$ cat config.mk
export PLATFORM = sky130hd
export DESIGN_NAME = block_ram_bytewise
export DESIGN_NICKNAME = d
export VERILOG_FILES = /design/src/rtl/block_ram_pkg.sv /design/src/rtl/block_ram_clear_seq.sv /design/src/rtl/block_ram_bytewise.sv
export SDC_FILE = /design/constraint.sdc
export NUM_CORES = 2
export LEC_CHECK = 0
export CAP_MARGIN = 5
export CORE_UTILIZATION = 41
export CTS_CLUSTER_SIZE = 8
export DETAILED_ROUTE_END_ITERATION = 10
export GPL_TIMING_DRIVEN = 1
export PLACE_DENSITY_LB_ADDON = 0.15
export SYNTH_ARGS = -nofsm -noshare
export SYNTH_HDL_FRONTEND = slang
export SYNTH_HIERARCHICAL = 1
export SYNTH_SLANG_ARGS = --single-unit
$ cat constraint.sdc
create_clock -name clka -period 5 [get_ports clka]
set_clock_uncertainty 0.1 [all_clocks]
set_input_delay 0.75 -clock clka [delete_from_list [all_inputs] [get_ports clka]]
set_output_delay 0.75 -clock clka [all_outputs]
set_load 0.05 [all_outputs]
$ cat src/rtl/block_ram_pkg.sv
// Shared constants and types for the byte-writable block RAM.
package block_ram_pkg;

   // Read-during-write behaviour selectors for the WR_MODE parameter
   localparam int READ_FIRST  = 0;
   localparam int WRITE_FIRST = 1;
   localparam int NO_CHANGE   = 2;

   // Clear sequencer states
   typedef enum logic {
      IDLE,
      CLEAR
   } clr_state_t;

endpackage

$ cat src/rtl/block_ram_clear_seq.sv
// Clear sequencer: walks every word address once, writing zero, while
// holding busy high so the access port is locked out.
module block_ram_clear_seq
   import block_ram_pkg::*;
#(
   parameter int DATA_W         = 32,
   parameter int ADDR_W         = 7,
   parameter int CLEAR_ON_RESET = 1
) (
   input  logic                clk,
   input  logic                rst_n,
   input  logic                clr_req,
   output logic                busy,
   output logic                clr_we,
   output logic [ADDR_W-1:0]   clr_addr,
   output logic [DATA_W/8-1:0] clr_be,
   output logic [DATA_W-1:0]   clr_data
);

   clr_state_t          state;
   logic [ADDR_W-1:0]   cnt;

   // State and address counter; the clear ends when the counter wraps
   always_ff @(posedge clk) begin
      if (!rst_n) begin
         state <= (CLEAR_ON_RESET != 0) ? CLEAR : IDLE;
         cnt   <= '0;
      end else begin
         case (state)
            IDLE: begin
               cnt <= '0;
               if (clr_req) state <= CLEAR;
            end
            CLEAR: begin
               cnt <= cnt + 1'b1;
               if (cnt == '1) state <= IDLE;
            end
            default: begin
               state <= IDLE;
               cnt   <= '0;
            end
         endcase
      end
   end

   assign busy     = (state == CLEAR);
   assign clr_we   = busy;
   assign clr_addr = cnt;
   assign clr_be   = '1;
   assign clr_data = '0;

endmodule

$ cat src/rtl/block_ram_bytewise.sv
// Single-port synchronous RAM with byte write enables, selectable
// read-during-write mode, optional output register and a clear sequencer.
module block_ram_bytewise
   import block_ram_pkg::*;
#(
   parameter int DATA_W         = 32,
   parameter int ADDR_W         = 7,
   parameter int OUT_REG        = 0,
   parameter int WR_MODE        = 0,
   parameter int CLEAR_ON_RESET = 1
) (
   input  logic                clka,
   input  logic                rsta_n,
   input  logic                ena,
   input  logic [DATA_W/8-1:0] wea,
   input  logic [ADDR_W-1:0]   addra,
   input  logic [DATA_W-1:0]   dina,
   output logic [DATA_W-1:0]   douta,
   output logic                valida,
   input  logic                clr_req,
   output logic                busy
);

   localparam int NB    = DATA_W / 8;
   localparam int DEPTH = 2 ** ADDR_W;

   logic [DATA_W-1:0]   mem [DEPTH];

   logic                clr_we;
   logic [ADDR_W-1:0]   clr_addr;
   logic [NB-1:0]       clr_be;
   logic [DATA_W-1:0]   clr_data;

   logic                accept;
   logic                wr_any;
   logic                wr_en;
   logic [ADDR_W-1:0]   wr_addr;
   logic [NB-1:0]       wr_be;
   logic [DATA_W-1:0]   wr_data;
   logic [DATA_W-1:0]   old_word;
   logic [DATA_W-1:0]   merged;

   logic [DATA_W-1:0]   rd_q;
   logic                rd_v;

   block_ram_clear_seq #(
      .DATA_W         (DATA_W),
      .ADDR_W         (ADDR_W),
      .CLEAR_ON_RESET (CLEAR_ON_RESET)
   ) u_clear (
      .clk      (clka),
      .rst_n    (rsta_n),
      .clr_req  (clr_req),
      .busy     (busy),
      .clr_we   (clr_we),
      .clr_addr (clr_addr),
      .clr_be   (clr_be),
      .clr_data (clr_data)
   );

   assign accept = ena && !busy;
   assign wr_any = |wea;

   // The clear sequencer owns the write port whenever it is busy; accesses
   // are never accepted then, so the two sources cannot collide.
   assign wr_en   = clr_we || (accept && wr_any);
   assign wr_addr = clr_we ? clr_addr : addra;
   assign wr_be   = clr_we ? clr_be   : wea;
   assign wr_data = clr_we ? clr_data : dina;

   assign old_word = mem[addra];

   // Word as it will look after the write: new bytes where enabled
   always_comb begin
      merged = old_word;
      for (int unsigned i = 0; i < NB; i++) begin
         if (wea[i]) merged[8*i +: 8] = dina[8*i +: 8];
      end
   end

   // Byte-granular array write; contents are deliberately not reset
   always_ff @(posedge clka) begin
      if (wr_en) begin
         for (int unsigned i = 0; i < NB; i++) begin
            if (wr_be[i]) mem[wr_addr][8*i +: 8] <= wr_data[8*i +: 8];
         end
      end
   end

   // Read stage with read-during-write mode selection
   always_ff @(posedge clka) begin
      if (!rsta_n) begin
         rd_q <= '0;
         rd_v <= 1'b0;
      end else begin
         rd_v <= accept && !(wr_any && (WR_MODE == NO_CHANGE));
         if (accept) begin
            if (!wr_any || (WR_MODE == READ_FIRST)) rd_q <= old_word;
            else if (WR_MODE == WRITE_FIRST)        rd_q <= merged;
         end
      end
   end

   generate
      if (OUT_REG != 0) begin : g_oreg
         logic [DATA_W-1:0] out_q;
         logic              out_v;

         // Extra output register; holds data between results
         always_ff @(posedge clka) begin
            if (!rsta_n) begin
               out_q <= '0;
               out_v <= 1'b0;
            end else begin
               out_v <= rd_v;
               if (rd_v) out_q <= rd_q;
            end
         end

         assign douta  = out_q;
         assign valida = out_v;
      end else begin : g_noreg
         assign douta  = rd_q;
         assign valida = rd_v;
      end
   endgenerate

endmodule

==> metrics.txt <==
die area=393000 µm²; Hold/Removal Path Class=primary input to flip-flop; Arrival @ worst endpoint=4.60 ns; first-pass GRT wire length=659000 µm; number of global-route vias before repair=83530; clk slew on worst S/H paths=0.06 ns; Total Routed Length=473000 µm; Pins Over Slew Limit=0; largest net degree at the start of global routing=101; clock share of power=0.460; area of the multi-input gates=34000 µm²; critical path, cell by cell=buf_4 -> nand2_1 -> o22ai_1 -> and2_0 -> buf_4 -> nand2_1 -> nor3_1 -> buf_4; Cells after Synth=7760; Seq cells post-synth=4137; top cell type's share of synthesized area=0.768; Tcrit/Tclk final=0.800; commonest non-fill, non-tap cells in the layout=edfxtp_1, mux4_2, clkbuf_16, nor2_1, buf_4; Post-Synth Simple-Gate Area=0.0256; library cells used by synthesis=53; Hold-fix buffers, CTS=0; mean routed wirelength per cell=34.1 µm; switching share of power=0.216; Synth Area in Adders=0.0000781; Initial Utilization=0.412; Clock Latency Late Sink=1.03 ns; peak fanout along the critical path=32; worst hold stages=3; IO Port Bufs=80; antenna violations before repair=23; Max-slew headroom=0.136; Final setup viols=0; Reg2Reg Depth=8; sequential area share after synthesis=0.773; outcome=completed; synthesized area per cell=20.6 µm²; remaining antenna violation count=0; Pwr Density=417 nW/µm²; clock buffer depth=4; RSZ-0062 raised after global routing=no; xor and xnor area share after synthesis=0.000164; Logic pwr share=0.047; Crit path depth=8; Netlist Area Pre-Place=160000 µm²; sw power=16700 µW; Total Power=77500 µW; Num CTS Buffers=588; post-CTS resize count=0; final hold vios=0; Final Wtd Congestion=0.856; critical path class=flip-flop to flip-flop; commonest non-fill, non-tap cell in the layout=edfxtp_1; Die X=627 µm; fraction of layout cells with a size suffix above 1=0.248; CP max stage cell=nor3_1; CP most frequent cell=buf_4; I/O Pins=81; largest family of logic cells by synthesized area=multiplexers; CTS Root Buffer Type=clkbuf_16; Synth Area in Compound Gates=0.0338; Leak=0.0591 µW; worst vdd ir=369 µV; CP delay by family, top=simple AND/OR/NAND/NOR gates; Die Ht=627 µm; GRT Overall Usage=0.239; internal power=60800 µW; CTS H-tree depth=6; worst slew pin tran=1.29 ns; postcts setup bufs=0; Iter 0 DRT Violations=9559; top_reg_cell synth=edfxtp_1; filler cell count=32008; fmax=250 MHz; post-synthesis async set-or-reset flop share=0; Clock Sinks=4137; Sum Neg Setup Slack=0 ns; mux share of post-synthesis cell area=0.150; Buf/Inv on CP=3; CP endpoint kind=flip-flop; CP peak stage delay=0.82 ns; drt via density=5.93; final net count=8532; Overflow after GRT=0; Synth area leader=edfxtp_1; P&R area growth vs syn=16.1%; FF+latch area=124000 µm²; # DRC=0; DP Wirelength=300000 µm; Worst Path Required=5.60 ns; drt first pass iters=6; Vias=82102; Syn. warnings=6; number of synthesized flops with an enable pin=4096; Site Rows=229; number of max-cap violations=0; synth top area cells=edfxtp_1, mux4_2, mux2i_1; sequential share of power=0.494; CTS tree=done; CP startpoint kind=flip-flop; CORE AREA=389000 µm²; minimum clock period after layout=4.00 ns
[logic make-up after synthesis]
logic type | count (synthesis)
other | 2
AOI/OAI and AO/OA | 787
adders and majority gates | 1
DFF | 4137
xor gates and xnor gates | 3
and+or+nand+nor | 975
buffers and inverters | 529
muxes | 1326
[through the flow]
stage | instances | utilization | hold WS [ns] | setup slack, ns | instance area [µm²]
6_report | 13849 | 0.478 | 0.290 | 1.00 | 186000
5_1_grt | 13841 | 0.478 | 0.241 | 1.02 | 186000
4_1_cts | 13838 | 0.478 | 0.183 | 1.05 | 186000
3_5_place_dp | 13091 | 0.437 | 0.401 | 0.642 | 170000
3_3_place_gp | 13091 | 0.437 | 0.396 | 0.666 | 170000
2_1_floorplan | 7794 | - | 0.366 | 1.80 | 160000
[cell type report]
class / count / area share
Clock buffer: 702 / 0.0826
Antenna cell: 11 / 0.000148
Clock inverter: 45 / 0.00392
Tap cell: 5197 / 0.0349
Sequential cell: 4137 / 0.665
Multi-Input combinational cell: 3128 / 0.183
Inverter: 6 / 0.000134
Timing Repair Buffer: 623 / 0.0298
[synthesized netlist by cell type, types with 54 or more instances]
cell type / number
buf_2: 120
o22ai_1: 151
mux2i_1: 420
buf_1: 54
nand3_1: 77
a21oi_1: 128
o21ai_0: 68
nor3_1: 74
edfxtp_1: 4096
mux4_2: 859
nand2_1: 150
nor2_1: 576
clkbuf_1: 225
a22oi_1: 216
buf_4: 86
[layer usage]
metal  track usage  share of wire  wire [µm]  up-vias
met1         0.329           0.41     194000    44212
met3        0.0470          0.077      36500      753
met4        0.0848          0.039      18300       10
li1              -              -          -    33539
met2         0.379           0.47     225000     3588
met5             0        0.00014         65        -
[sequential cells by signal, summed over array words and instances (netlist names)]
signal            cells
mem                4096
douta                32
u_clear/clr_addr      7
u_clear/busy          1
valida                1
[worst reg2reg max path: cells and delay by family (launching register included)]
kind / cells / cell delay, ns
AOI/OAI and AO/OA: 1 / 0.43
buffers and inverters: 3 / 1.05
DFF: 1 / 0.48
and+or+nand+nor: 4 / 1.62
[worst paths after layout]
path                            start             endpoint  slack (ns)
setup / recovery         u_clear/busy         mem[112][31]        1.00
hold / removal                 rsta_n            douta[11]        0.29
setup reg to reg         u_clear/busy         mem[112][31]        1.00
hold reg to reg   u_clear/clr_addr[0]  u_clear/clr_addr[0]        0.42
[power groups by stage]
stage / Sequential [µW] / Clock [µW] / Combinational (µW)
floorplan: 38900 / 0 / 2020
global placement: 38900 / 0 / 3600
detailed placement: 38900 / 0 / 3640
CTS: 38300 / 36200 / 3640
global route: 38200 / 37500 / 3760
finish: 38300 / 35600 / 3620
Note: power is estimated with default switching activity, not from simulation.
